`src/rtl/beta_fetch_unit.sv`:
```
`default_nettype none
// ============================================================================
// Module   : beta_fetch_unit
// Brief    : Instruction fetch stage. Owns the PC, issues one word request
//            at a time on the imem req/gnt/rvalid bus, registers the returned
//            word and hands it to the decoder with a valid/ready handshake.
//            Redirects flush any in-flight fetch.
// Options  : BETA_FETCH_PERF_EN builds the fetch/stall performance counters;
//            without it perf_fetch_o/perf_stall_o read as zero.
// Revision : 1.0 - initial release
// ============================================================================
module beta_fetch_unit #(
  parameter int unsigned         XLEN      = 32,
  parameter logic [XLEN-1:0]     BOOT_ADDR = 32'h0000_0000
) (
  input  logic            clk_i,
  input  logic            rstn_i,
  output logic            imem_req_o,
  output logic [XLEN-1:0] imem_addr_o,
  input  logic            imem_gnt_i,
  input  logic            imem_rvalid_i,
  input  logic [XLEN-1:0] imem_rdata_i,
  input  logic            imem_err_i,
  output logic [XLEN-1:0] instr_o,
  output logic [XLEN-1:0] pc_o,
  output logic            instr_valid_o,
  input  logic            instr_ready_i,
  input  logic            redirect_i,
  input  logic [XLEN-1:0] redirect_pc_i,
  output logic            fetch_err_o,
  output logic            fetch_misaligned_o,
  output logic [31:0]     perf_fetch_o,
  output logic [31:0]     perf_stall_o
);

  localparam logic [XLEN-1:0] NOP = XLEN'(32'h0000_0013);

  typedef enum logic [1:0] {
    ST_REQ   = 2'd0,
    ST_WAIT  = 2'd1,
    ST_VALID = 2'd2
  } state_e;

  state_e          state_q, state_d;
  logic [XLEN-1:0] pc_q, pc_d;
  logic            kill_q, kill_d;
  logic [XLEN-1:0] instr_q, instr_d;
  logic [XLEN-1:0] pc_out_q, pc_out_d;
  logic            err_q, err_d;
  logic            mis_q, mis_d;

  // PC that the next fetch would use: a redirect this cycle overrides pc_q
  logic [XLEN-1:0] next_tgt;
  logic            tgt_mis;
  logic            go_mis;

  assign next_tgt = redirect_i ? redirect_pc_i : pc_q;
  assign tgt_mis  = |next_tgt[1:0];

  // Next-state logic: misaligned targets bypass the bus and present a NOP
  always_comb begin
    state_d  = state_q;
    pc_d     = pc_q;
    kill_d   = kill_q;
    instr_d  = instr_q;
    pc_out_d = pc_out_q;
    err_d    = err_q;
    mis_d    = mis_q;
    go_mis   = 1'b0;

    if (redirect_i) begin
      pc_d  = redirect_pc_i;
      mis_d = 1'b0;
    end

    case (state_q)
      ST_REQ: begin
        if (imem_gnt_i) begin
          // A redirect racing the grant leaves a response we must discard
          state_d = ST_WAIT;
          kill_d  = redirect_i;
        end else if (redirect_i && tgt_mis) begin
          go_mis = 1'b1;
        end
      end
      ST_WAIT: begin
        if (imem_rvalid_i) begin
          kill_d = 1'b0;
          if (kill_q || redirect_i) begin
            if (tgt_mis) go_mis = 1'b1;
            else         state_d = ST_REQ;
          end else begin
            state_d  = ST_VALID;
            instr_d  = imem_rdata_i;
            pc_out_d = pc_q;
            err_d    = imem_err_i;
            mis_d    = 1'b0;
          end
        end else if (redirect_i) begin
          // Stay until the outstanding response drains; one request at a time
          kill_d = 1'b1;
        end
      end
      ST_VALID: begin
        if (redirect_i) begin
          if (tgt_mis) go_mis = 1'b1;
          else         state_d = ST_REQ;
        end else if (instr_ready_i) begin
          pc_d    = pc_q + XLEN'(4);
          state_d = ST_REQ;
        end
      end
      default: state_d = ST_REQ;
    endcase

    if (go_mis) begin
      state_d  = ST_VALID;
      instr_d  = NOP;
      pc_out_d = next_tgt;
      err_d    = 1'b0;
      mis_d    = 1'b1;
    end
  end

  // State and datapath registers
  always_ff @(posedge clk_i or negedge rstn_i) begin
    if (!rstn_i) begin
      state_q  <= ST_REQ;
      pc_q     <= BOOT_ADDR;
      kill_q   <= 1'b0;
      instr_q  <= NOP;
      pc_out_q <= BOOT_ADDR;
      err_q    <= 1'b0;
      mis_q    <= 1'b0;
    end else begin
      state_q  <= state_d;
      pc_q     <= pc_d;
      kill_q   <= kill_d;
      instr_q  <= instr_d;
      pc_out_q <= pc_out_d;
      err_q    <= err_d;
      mis_q    <= mis_d;
    end
  end

  assign imem_req_o         = rstn_i && (state_q == ST_REQ);
  assign imem_addr_o        = {pc_q[XLEN-1:2], 2'b00};
  assign instr_valid_o      = (state_q == ST_VALID);
  assign instr_o            = instr_q;
  assign pc_o               = pc_out_q;
  assign fetch_err_o        = err_q;
  assign fetch_misaligned_o = mis_q;

`ifdef BETA_FETCH_PERF_EN
  logic [31:0] perf_fetch_q, perf_fetch_d;
  logic [31:0] perf_stall_q, perf_stall_d;

  // Count accepted instructions and empty-output cycles, wrapping freely
  always_comb begin
    perf_fetch_d = perf_fetch_q;
    perf_stall_d = perf_stall_q;
    if (instr_valid_o && instr_ready_i && !redirect_i) perf_fetch_d = perf_fetch_q + 32'd1;
    if (!instr_valid_o)                                perf_stall_d = perf_stall_q + 32'd1;
  end

  // Performance counter registers
  always_ff @(posedge clk_i or negedge rstn_i) begin
    if (!rstn_i) begin
      perf_fetch_q <= 32'd0;
      perf_stall_q <= 32'd0;
    end else begin
      perf_fetch_q <= perf_fetch_d;
      perf_stall_q <= perf_stall_d;
    end
  end

  assign perf_fetch_o = perf_fetch_q;
  assign perf_stall_o = perf_stall_q;
`else
  assign perf_fetch_o = 32'd0;
  assign perf_stall_o = 32'd0;
`endif

`ifndef SYNTHESIS
  a_rvalid_only_in_wait: assert property (@(posedge clk_i) disable iff (!rstn_i)
    imem_rvalid_i |-> (state_q == ST_WAIT));
`endif

endmodule
`default_nettype wire

```
`config.mk`:
```
export PLATFORM = sky130hd
export DESIGN_NAME = beta_fetch_unit
export DESIGN_NICKNAME = d
export VERILOG_FILES = /design/src/rtl/beta_fetch_unit.sv
export SDC_FILE = /design/constraint.sdc
export NUM_CORES = 1
export LEC_CHECK = 0
export ABC_AREA = 1
export BUFFER_PORTS_ARGS = -buffer_cell sky130_fd_sc_hd__buf_2
export CAP_MARGIN = 20
export CORE_ASPECT_RATIO = 2
export CORE_MARGIN = 4
export CORE_UTILIZATION = 50
export CTS_CLUSTER_SIZE = 14
export DETAILED_ROUTE_END_ITERATION = 10
export PLACE_DENSITY = 0.82
export RECOVER_POWER = 50
export SYNTH_ARGS = -nofsm -noshare
export SYNTH_HDL_FRONTEND = slang
export SYNTH_SLANG_ARGS = --single-unit
```
`constraint.sdc`:
```
create_clock -name clk_i -period 2.2 [get_ports clk_i]
set_clock_uncertainty 0.15 [all_clocks]
set_input_delay 0.44 -clock clk_i [delete_from_list [all_inputs] [get_ports clk_i]]
set_output_delay 0.44 -clock clk_i [all_outputs]
set_load 0.01 [all_outputs]
```
==> summary.md <==
| Metric | Value |
|---|---|
| Fraction of registers with async set/reset | `100%` |
| Clock buffer depth | `2` |
| N_diodes | `0` |
| Largest stage delay on the critical path | `0.45 ns` |
| Vias/cell | `4.93` |
| Post-synth EDFFs | `0` |
| 1st-pass router iterations | `4` |
| Unrepaired setup endpoints after global routing | `false` |
| Metal2 WL | `9390 microns` |
| Finished Core Util | `58.4%` |
| Mean Syn Cell Area | `7.13 sq um` |
| Max-capacitance violation count | `0` |
| Post-CTS Resized | `0` |
| Met1 WL | `5710 microns` |
| CP Launch Type | `flop` |
| IO Count | `235` |
| Fin cells | `1145` |
| Reg clk slew, reported paths | `0.08 ns` |
| Area growth, synth to finish | `13.5%` |
| CTS H-tree depth | `3` |
| CTS tree | `yes` |
| CP Cell Sequence | `nand3_1 > nor2_1 > inv_1 > nor2_1 > nand2_1 > nand2_1 > nand3_1 > nand2_1 > nand2_1` |
| FP Rows | `56` |
| Core box area | `0.0118 sq mm` |
| #FFs+latches synth | `101` |
| Area after DPL | `0.00669 sq mm` |
| Top Layer Used | `met5` |
| Vias | `5649` |
| Die Width | `86.1 microns` |
| GPL Wtd Cong | `0.974` |
| Cells after Synth | `854` |
| Fin. max-slew vios | `0` |
| Pwr/cell area | `1070 mW/mm^2` |
| Worst hold path type | `in2reg` |
| DRC | `0` |
| Post-CTS Setup Bufs | `0` |
| Cts hold-fix bufs | `0` |
| Leak Pwr | `3.79 nW` |
| Initial Util | `51.4%` |
| Vias in the first global route | `5565` |
| Clk Latency, worst-skew pair | `0.36 ns` |
| Synth top area cells | `dfrtp_1 40%, nand2_1 19%, buf_4 13%` |
| Setup-failing EPs final | `0` |
| CP max stage cell | `dfrtp_1` |
| 1st-iter DRT viols | `271` |
| Final Instance Area | `0.00692 sq mm` |
| Routed Antenna Nets | `0` |
| DR WL met3 | `1120 microns` |
| Most common cell after layout, fill and taps aside | `nand2_1` |
| Synth unique cells | `28` |
| Fin nets | `1067` |
| Layout cells sized above 1 | `17.2%` |
| Total negative slack | `0 ns` |
| F_max | `0.519 GHz` |
| Initial antenna violation count | `1` |
| Input/output buffers | `168` |
| Clock root cell | `clkbuf_16` |
| Synth warn | `0` |
| Dpl cells | `1129` |
| Primary FF master, synth | `dfrtp_1` |
| Area leader, netlist | `dfrtp_1` |
| Fin crit share | `87.5%` |
| Share of Yosys cell area claimed by the top area cell type | `40.3%` |
| Worst-Margin Slew | `1.43 ns` |
| Crit path capture type | `flop` |
| Sequential share of the synthesized area | `41.5%` |
| Status | `completed` |
| Post-layout min period | `1.93 ns` |
| GRT Util Overall | `24.2%` |
| Total gr overflow | `0` |
| Crit Path Category | `reg2reg` |
| Largest net degree at the start of global routing | `57` |
| Die Y-Extent | `164 microns` |
| First-pass GRT wire length | `26700 microns` |
| Maximum VDD drop | `0.812 mV` |
| Max transition margin | `4.85%` |
| Max Fanout on Critical Path | `5` |
| Die Area | `0.0141 sq mm` |
| Arrival @ worst endpoint | `2.02 ns` |
| Required time of the critical path | `2.30 ns` |
| Hold Fails Final Rpt | `0` |
| Power Total | `7.40 mW` |
| Synthesized cell area | `0.00609 sq mm` |
| Number of buffers created by CTS | `9` |
| Drt wl/cell | `14.8 microns` |
| CP dominant cell by count | `nand2_1` |
| Most frequent cells in the layout | `307 x nand2_1, 120 x buf_2, 98 x dfrtp_1, 92 x nor2_1, 66 x conb_1` |
| Post-DP HPWL | `13300 microns` |
| Clock sink count | `101` |
| Final wirelength | `17000 microns` |
-- through the flow --
step           worst slack [ns]  hold WS, ns
4_1_cts                   0.300       0.0905
6_report                  0.275        0.128
3_5_place_dp              0.112        0.303
5_1_grt                   0.126        0.139
2_1_floorplan             0.387     -0.00559
3_3_place_gp              0.215        0.300
-- critical path: cells and delay by family (launching register included) --
family                 cells  cell delay, ns
buffers and inverters      1            0.07
flip-flops                 1            0.45
AND/OR/NAND/NOR            8            1.14
-- cell families after synthesis --
kind of cell,Yosys count,synth area share (%)
simple gates,443,28.9
buf+inv,189,18.3
compound gates,104,8.83
flops,101,41.5
xor+xnor,15,2.16
fa+ha+maj,1,0.205
other cells,1,0.0616
-- area by class of cell --
type | instances | area (sq um)
multi-input cells | 629 | 2690
well taps | 145 | 181
flip-flops and latches | 101 | 2530
fillers | 1188 | 4930
repair buffers | 188 | 976
clock buffers | 10 | 239
clock inverters | 6 | 52.6
inverters | 66 | 248
-- routing by layer --
| layer | track usage, % | vias up |
|---|---|---|
| met5 | 0 | - |
| met4 | 12.5 | 2 |
| li1 | - | 2777 |
| met1 | 24.2 | 2600 |
| met3 | 4.17 | 47 |
| met2 | 46.1 | 223 |
-- synthesized netlist by cell type, drive strengths merged, types with 2 or more instances --
master and count:
clkbuf 11, o21a 3, nor2 94, dfstp 3
nand4 6, o31ai 2, nand3 26, nand2 309
a21oi 45, inv 66, nor3 3, o21ai 52
buf 112, or2 4, xor2 15, dfrtp 98
-- registers in the layout (all words and copies together) (netlist names) --
register	cells
pc_q	32
instr_o	32
state_q	2
fetch_misaligned_o	1
kill_q	1
pc_o	32
fetch_err_o	1
-- worst paths after layout --
kind | start | endpoint | slack [ns] | cells past startpoint
max | pc_q[3] | pc_q[31] | 0.27 | 9
min | imem_rdata_i[31] | instr_o[31] | 0.13 | 3
max reg2reg | pc_q[3] | pc_q[31] | 0.27 | 9
min reg2reg | instr_o[30] | instr_o[30] | 0.32 | 2
max in group asynchronous | rstn_i | pc_o[25] | 0.53 | 2
min in group asynchronous | rstn_i | pc_q[21] | 0.41 | 2
-- power breakdown --
part / total, mW / switching, mW / internal, mW
Clock: 1.59 / 0.768 / 0.820
Sequential: 2.94 / 0.446 / 2.49
Combinational: 2.87 / 1.88 / 0.989
No activity file was read; power rests on OpenSTA's default activity.
